`src/rtl/legv8_pkg.sv`:
```
// legv8_pkg: shared LEGv8 ALU operation codes, opcode constants and issue-buffer types
package legv8_pkg;
    localparam logic [3:0] OP_AND   = 4'd0;
    localparam logic [3:0] OP_ORR   = 4'd1;
    localparam logic [3:0] OP_ADD   = 4'd2;
    localparam logic [3:0] OP_SUB   = 4'd6;
    localparam logic [3:0] OP_PASSB = 4'd7;
    localparam logic [3:0] OP_NOR   = 4'd12;
    localparam logic [1:0] ALUOP_MEM = 2'b00;
    localparam logic [1:0] ALUOP_CBZ = 2'b01;
    localparam logic [1:0] ALUOP_R   = 2'b10;
    localparam logic [1:0] ALUOP_I   = 2'b11;
    localparam logic [10:0] OPC_ADD = 11'b10001011000;
    localparam logic [10:0] OPC_SUB = 11'b11001011000;
    localparam logic [10:0] OPC_AND = 11'b10001010000;
    localparam logic [10:0] OPC_ORR = 11'b10101010000;
    localparam logic [9:0] OPC_ADDI = 10'b1001000100;
    localparam logic [9:0] OPC_SUBI = 10'b1101000100;
    typedef struct packed {
        logic [3:0]  op;
        logic [63:0] a;
        logic [63:0] b;
    } entry_t;
    typedef enum logic [1:0] {EMPTY, ONE, FULL} buf_state_t;
endpackage

```
`src/rtl/alu_control.sv`:
```
// alu_control: combinational LEGv8 ALU control decode with illegal-op detection
module alu_control
    import legv8_pkg::*;
(
    input  logic [1:0]  alu_op,
    input  logic [10:0] opcode,
    output logic [3:0]  op,
    output logic        illegal
);
    always_comb begin
        op = OP_ADD;
        illegal = 1'b0;
        case (alu_op)
            ALUOP_MEM: op = OP_ADD;
            ALUOP_CBZ: op = OP_PASSB;
            ALUOP_R: case (opcode)
                OPC_ADD: op = OP_ADD;
                OPC_SUB: op = OP_SUB;
                OPC_AND: op = OP_AND;
                OPC_ORR: op = OP_ORR;
                default: illegal = 1'b1;
            endcase
            default: case (opcode[10:1])
                OPC_ADDI: op = OP_ADD;
                OPC_SUBI: op = OP_SUB;
                default:  illegal = 1'b1;
            endcase
        endcase
    end
endmodule

```
`src/rtl/alu_issue_stage.sv`:
```
// alu_issue_stage: decodes ALU ops and issues them through a 2-entry skid buffer;
// illegal ops are dropped and counted
module alu_issue_stage
    import legv8_pkg::*;
#(
    parameter int CNT_W = 8
) (
    input  logic             clk,
    input  logic             rst_n,
    input  logic             in_valid,
    output logic             in_ready,
    input  logic [1:0]       ALUOp,
    input  logic [10:0]      Opcode,
    input  logic             ALUSrc,
    input  logic [63:0]      RegData1,
    input  logic [63:0]      RegData2,
    input  logic [63:0]      SignExtImm,
    input  logic             flush,
    output logic             out_valid,
    input  logic             out_ready,
    output logic [3:0]       ALU_Operation,
    output logic [63:0]      A,
    output logic [63:0]      B,
    output logic             illegal,
    output logic [CNT_W-1:0] illegal_cnt
);
    buf_state_t state, state_nx;
    entry_t e0, e1, in_e;
    logic [3:0] dec_op;
    logic dec_ill, acc, push, pop;

    alu_control u_ctl (.alu_op(ALUOp), .opcode(Opcode), .op(dec_op), .illegal(dec_ill));

    assign in_e = '{op: dec_op, a: RegData1, b: ALUSrc ? SignExtImm : RegData2};
    assign in_ready = state != FULL;
    assign out_valid = state != EMPTY;
    assign acc = in_valid && in_ready && !flush;
    assign push = acc && !dec_ill;
    assign pop = out_valid && out_ready;
    assign ALU_Operation = e0.op;
    assign A = e0.a;
    assign B = e0.b;

    // push cannot occur in FULL because in_ready is low there
    always_comb begin
        state_nx = state;
        if (flush) state_nx = EMPTY;
        else if (push && !pop) state_nx = state == EMPTY ? ONE : FULL;
        else if (pop && !push) state_nx = state == FULL ? ONE : EMPTY;
    end

    // e0 is always the oldest entry and drives the ALU; e1 is the skid slot
    always_ff @(posedge clk or negedge rst_n) begin
        if (!rst_n) begin
            state <= EMPTY;
            e0 <= '0;
            e1 <= '0;
            illegal <= 1'b0;
            illegal_cnt <= '0;
        end else begin
            state <= state_nx;
            if (!flush) begin
                if (push && (state == EMPTY || pop)) e0 <= in_e;
                else if (push) e1 <= in_e;
                else if (pop && state == FULL) e0 <= e1;
            end
            illegal <= acc && dec_ill;
            if (acc && dec_ill && illegal_cnt != '1) illegal_cnt <= illegal_cnt + CNT_W'(1);
        end
    end
endmodule
```
`config.mk`:
```
export PLATFORM = sky130hd
export DESIGN_NAME = alu_issue_stage
export DESIGN_NICKNAME = d
export VERILOG_FILES = /design/src/rtl/legv8_pkg.sv /design/src/rtl/alu_control.sv /design/src/rtl/alu_issue_stage.sv
export SDC_FILE = /design/constraint.sdc
export NUM_CORES = 1
export LEC_CHECK = 0
export ABC_AREA = 0
export CAP_MARGIN = 20
export CORE_MARGIN = 10
export CORE_UTILIZATION = 45
export DETAILED_ROUTE_END_ITERATION = 8
export PLACE_DENSITY = 0.76
export SLEW_MARGIN = 30
export SYNTH_ARGS = -nofsm -noshare
export SYNTH_HDL_FRONTEND = slang
export SYNTH_HIERARCHICAL = 1
export SYNTH_SLANG_ARGS = --single-unit
```
`constraint.sdc`:
```
create_clock -name clk -period 2.6 [get_ports clk]
set_input_delay 0.39 -clock clk [delete_from_list [all_inputs] [get_ports clk]]
set_output_delay 0.39 -clock clk [all_outputs]
set_load 0.1 [all_outputs]
```
==> flow_summary.html <==
<table>
<tr><th>Metric</th><th>Value</th></tr>
<tr><th colspan="2">Floorplanning</th></tr>
<tr><td>Die Ht</td><td>186 um</td></tr>
<tr><td>Width of the die</td><td>186 um</td></tr>
<tr><td>Area of the die</td><td>0.0344 mm^2</td></tr>
<tr><td>Number of top-level pins</td><td>354</td></tr>
<tr><td>Core Area</td><td>0.0270 mm^2</td></tr>
<tr><td>Standard-cell row count</td><td>60</td></tr>
<tr><td>Starting density of the core</td><td>0.457</td></tr>
<tr><th colspan="2">Global route</th></tr>
<tr><td>Overall track demand over capacity in global routing</td><td>0.190</td></tr>
<tr><td>Number of antenna violations at the first check in global routing</td><td>0</td></tr>
<tr><td>Total global routing overflow</td><td>0</td></tr>
<tr><td>Number of global-route vias before repair</td><td>9514</td></tr>
<tr><td>Largest net degree at the start of global routing</td><td>79</td></tr>
<tr><td>First-pass GRT wire length</td><td>52400 um</td></tr>
<tr><th colspan="2">Placement</th></tr>
<tr><td>Pre-CTS setup slack</td><td>-0.566 ns</td></tr>
<tr><td>Detailed placement HPWL</td><td>25400 um</td></tr>
<tr><td>Placer's final routability congestion estimate</td><td>0.776</td></tr>
<tr><td>Buffers on Ports</td><td>353</td></tr>
<tr><td>Number of cells after detailed placement</td><td>1696</td></tr>
<tr><td>Post-detailed-placement cell area</td><td>0.0164 mm^2</td></tr>
<tr><th colspan="2">CTS</th></tr>
<tr><td>Sink Count</td><td>275</td></tr>
<tr><td>Clock H-tree levels</td><td>1</td></tr>
<tr><td>Number of CTS-inserted buffers</td><td>30</td></tr>
<tr><td>TritonCTS clock tree</td><td>yes</td></tr>
<tr><td>Insertion delay to the later sink of the worst-skew pair</td><td>0.54 ns</td></tr>
<tr><td>Max clock buf depth</td><td>3</td></tr>
<tr><td>Cell at the root of the clock tree</td><td>sky130_fd_sc_hd__clkbuf_16</td></tr>
<tr><td>Clock slew at the register clock pins of the worst setup and hold paths</td><td>0.06 ns</td></tr>
<tr><th colspan="2">Pwr</th></tr>
<tr><td>IR Drop Worst-Case VDD</td><td>0.551 mV</td></tr>
<tr><td>LEAKAGE</td><td>7.86 nW</td></tr>
<tr><td>Power per unit of standard cell area</td><td>1040 mW/mm^2</td></tr>
<tr><th colspan="2">Route</th></tr>
<tr><td>Starting DRC count in detailed routing</td><td>515</td></tr>
<tr><td>Detail-routed via count per cell</td><td>5.16</td></tr>
<tr><td>Initial DRT Pass Iterations</td><td>4</td></tr>
<tr><td>DR WL/cell</td><td>19.5 um</td></tr>
<tr><td>Detailed-route wire length</td><td>34200 um</td></tr>
<tr><td>Antenna-violating nets left</td><td>0</td></tr>
<tr><td>DRC violations left</td><td>0</td></tr>
<tr><td>DR vias</td><td>9084</td></tr>
<tr><th colspan="2">Timing</th></tr>
<tr><td>Hold violation count in the final report</td><td>0</td></tr>
<tr><td>Measured slew at the worst slew-check pin</td><td>0.628 ns</td></tr>
<tr><td>Total count of max-transition violations in the final report</td><td>0</td></tr>
<tr><td>Share of the clock period used by the worst path</td><td>0.990</td></tr>
<tr><td>F_max</td><td>388 MHz</td></tr>
<tr><td>Tightest slew margin relative to the limit</td><td>0.581</td></tr>
<tr><td>Shortest period the worst path allows</td><td>2.57 ns</td></tr>
<tr><td>Final clock skew</td><td>0.0122 ns</td></tr>
<tr><td>Final setup slack of the worst path</td><td>0.0259 ns</td></tr>
<tr><td>Setup-failing EPs final</td><td>0</td></tr>
<tr><td>Setup repair after global routing missed its margin</td><td>true</td></tr>
<tr><th colspan="2">Critical path</th></tr>
<tr><td>Number of cell instances on the worst register-to-register path</td><td>7</td></tr>
<tr><td>Crit Path Max Fanout</td><td>8</td></tr>
<tr><td>Critical path launch point</td><td>ALUOp[0]</td></tr>
<tr><td>Reg2Reg Capture Point</td><td>A[3]$_DFFE_PN0P_</td></tr>
<tr><td>Category of the most critical setup path</td><td>in -&gt; reg</td></tr>
<tr><td>Slowest-stage cell, CP</td><td>sky130_fd_sc_hd__or4b_4</td></tr>
<tr><td>CP peak stage delay</td><td>0.54 ns</td></tr>
<tr><td>Cell-by-cell trace of the critical path</td><td>clkdlybuf4s50_1 -&gt; buf_4 -&gt; nand4bb_1 -&gt; nor3_1 -&gt; o21ai_1 -&gt; and3_1 -&gt; or4b_4 -&gt; a31o_4 -&gt; buf_4 -&gt; buf_4 -&gt; nand2_1 -&gt; o21ai_0</td></tr>
<tr><td>Worst Path Arrival</td><td>2.99 ns</td></tr>
<tr><td>Setup slack on the worst flop-to-flop path</td><td>0.67 ns</td></tr>
<tr><td>Worst endpoint required time</td><td>3.02 ns</td></tr>
<tr><td>CP dominant cell by count</td><td>sky130_fd_sc_hd__buf_4</td></tr>
<tr><td>Element type at the critical path start</td><td>input pin</td></tr>
<tr><td>R2r startpoint</td><td>state[1]$_DFFE_PN0P_</td></tr>
<tr><td>Endpoint type of the worst setup path</td><td>flip-flop</td></tr>
<tr><td>Category of cells accounting for the largest share of critical-path delay</td><td>simple AND/OR/NAND/NOR gates</td></tr>
<tr><td>Combined buffer and inverter count along the critical path</td><td>4</td></tr>
<tr><th colspan="2">Final layout</th></tr>
<tr><td>Number of nets in the finished design</td><td>1607</td></tr>
<tr><td>Count of antenna diodes in the layout</td><td>0</td></tr>
<tr><td>Most frequent standard cell in the layout excluding fill and tap cells</td><td>sky130_fd_sc_hd__dfrtp_1</td></tr>
<tr><td>Share of layout cells above drive strength 1</td><td>0.340</td></tr>
<tr><td>Commonest cells after routing, fill and taps aside</td><td>sky130_fd_sc_hd__dfrtp_1 (275), sky130_fd_sc_hd__clkdlybuf4s50_1 (208), sky130_fd_sc_hd__mux2_2 (198)</td></tr>
<tr><td>Non-Filler Instances</td><td>1760</td></tr>
<tr><td>Post-route cell area</td><td>0.0176 mm^2</td></tr>
<tr><td>Area growth, synth to finish</td><td>43.1%</td></tr>
<tr><td>FILL cells</td><td>2061</td></tr>
<tr><th colspan="2">Synth</th></tr>
<tr><td>Number of enable-type register cells in the synthesized netlist</td><td>0</td></tr>
<tr><td>Sequential area share after synthesis</td><td>0.558</td></tr>
<tr><td>Post-synth ARST share</td><td>1.00</td></tr>
<tr><td>Syn nets</td><td>1211</td></tr>
<tr><td>Total of flip-flops plus latches after synthesis</td><td>275</td></tr>
<tr><td>Number of distinct library cells after synthesis</td><td>42</td></tr>
<tr><td>Most used flip-flop cell after synthesis</td><td>sky130_fd_sc_hd__dfrtp_1</td></tr>
<tr><td>Yosys warning total</td><td>6</td></tr>
<tr><td>Post-synth design cell area</td><td>0.0123 mm^2</td></tr>
<tr><td>Synth Area per Inst</td><td>12.3 um^2</td></tr>
<tr><td>Mapped Cells</td><td>999</td></tr>
<tr><th colspan="2">Status</th></tr>
<tr><td>Run status</td><td>finished, final reports clean</td></tr>
<tr><th colspan="2">Run</th></tr>
<tr><td>MaxCap Viol Count</td><td>0</td></tr>
<tr><th colspan="2">Hold path</th></tr>
<tr><td>Hold Crit Class</td><td>in -&gt; async</td></tr>
</table>
==> cell type report <==
| cell class | count | area [um^2] | area share |
|---|---|---|---|
| Clock buffer | 39 | 866 | 0.0491 |
| Sequential cell | 275 | 6880 | 0.390 |
| Clock inverter | 17 | 265 | 0.0150 |
| Inverter | 7 | 26.3 | 0.00149 |
| Timing Repair Buffer | 429 | 4030 | 0.229 |
| Multi-Input combinational cell | 652 | 5140 | 0.292 |
| Tap cell | 341 | 427 | 0.0242 |
==> power breakdown <==
part	total (mW)	switching, mW	internal, mW
Sequential	5.93	0.617	5.32
Combinational	7.67	5.73	1.94
Clock	4.74	1.72	3.03
==> what timing repair did <==
action | in CTS | in global routing
hold buffers | 1 | 0
gates cloned | 0 | 3
hold endpoints to repair | 67 | 0
setup buffers | 0 | 4
resized for setup | 0 | 15
pin swaps | 0 | 3
endpoints found under the setup margin | 1 | 248
==> cell usage after synthesis, drive strengths merged (2+ instances only) <==
cell type  instances  area share
nor3               5      0.0020
buf               40       0.019
inv                7      0.0021
nor4               2      0.0015
a21oi              3      0.0012
mux2i            132        0.11
o21ai            134       0.054
a211oi             2      0.0012
nand2b             2      0.0010
nand2            140       0.043
o22ai              2      0.0015
dfrtp            275        0.56
and4b              2      0.0016
nor2               4      0.0012
clkbuf            26      0.0079
nand3b             2      0.0012
xor2               3      0.0021
nand4              2      0.0010
nand3              3      0.0016
mux2             198        0.18
==> worst max-delay path by stage <==
stage / endpoint / cells after the start / slack [ns]
2_1_floorplan: A[0]$_DFFE_PN0P_ / 11 / 0.008
3_3_place_gp: A[3]$_DFFE_PN0P_ / 11 / -0.47
3_5_place_dp: A[40]$_DFFE_PN0P_ / 11 / -0.57
4_1_cts: B[52]$_DFFE_PN0P_ / 11 / -0.008
5_1_grt: B[11]$_DFFE_PN0P_ / 12 / -0.05
6_report: A[35]$_DFFE_PN0P_ / 12 / 0.03
==> sequential cells by signal (all words and copies together), names as in the netlist <==
name           flops
ALU_Operation      4
state              2
e1               132
A                 64
illegal_cnt        8
illegal            1
B                 64
==> per-stage QoR <==
stage,TNS [ns],power (mW),utilization,hold slack (ns)
finish,0,18.3,0.655,0.423
CTS,-0.00846,18.5,0.650,0.438
global route,-0.349,19.1,0.655,0.479
detailed placement,-127.18,13.7,0.608,0.425
floorplan,0,11.6,-,0.0944
global placement,-100.05,13.6,0.608,0.426
==> layer usage <==
layer | part of all wire | up-vias | global-route usage
li1 | - | 4326 | -
met1 | 0.41 | 4461 | 0.231
met2 | 0.50 | 254 | 0.326
met3 | 0.070 | 43 | 0.0532
met4 | 0.020 | 0 | 0.0432
met5 | 0 | - | 0
==> cell families after synthesis <==
| kind of cell | after synthesis | share of synthesized area |
|---|---|---|
| compound gates | 144 | 0.0605 |
| xor+xnor | 4 | 0.00284 |
| fa+ha+maj | 1 | 0.00101 |
| buf+inv | 73 | 0.0287 |
| flops | 275 | 0.558 |
| mux | 330 | 0.288 |
| other cells | 1 | 0.000304 |
| simple gates | 171 | 0.0603 |
Power figures use the tool's default switching activity.
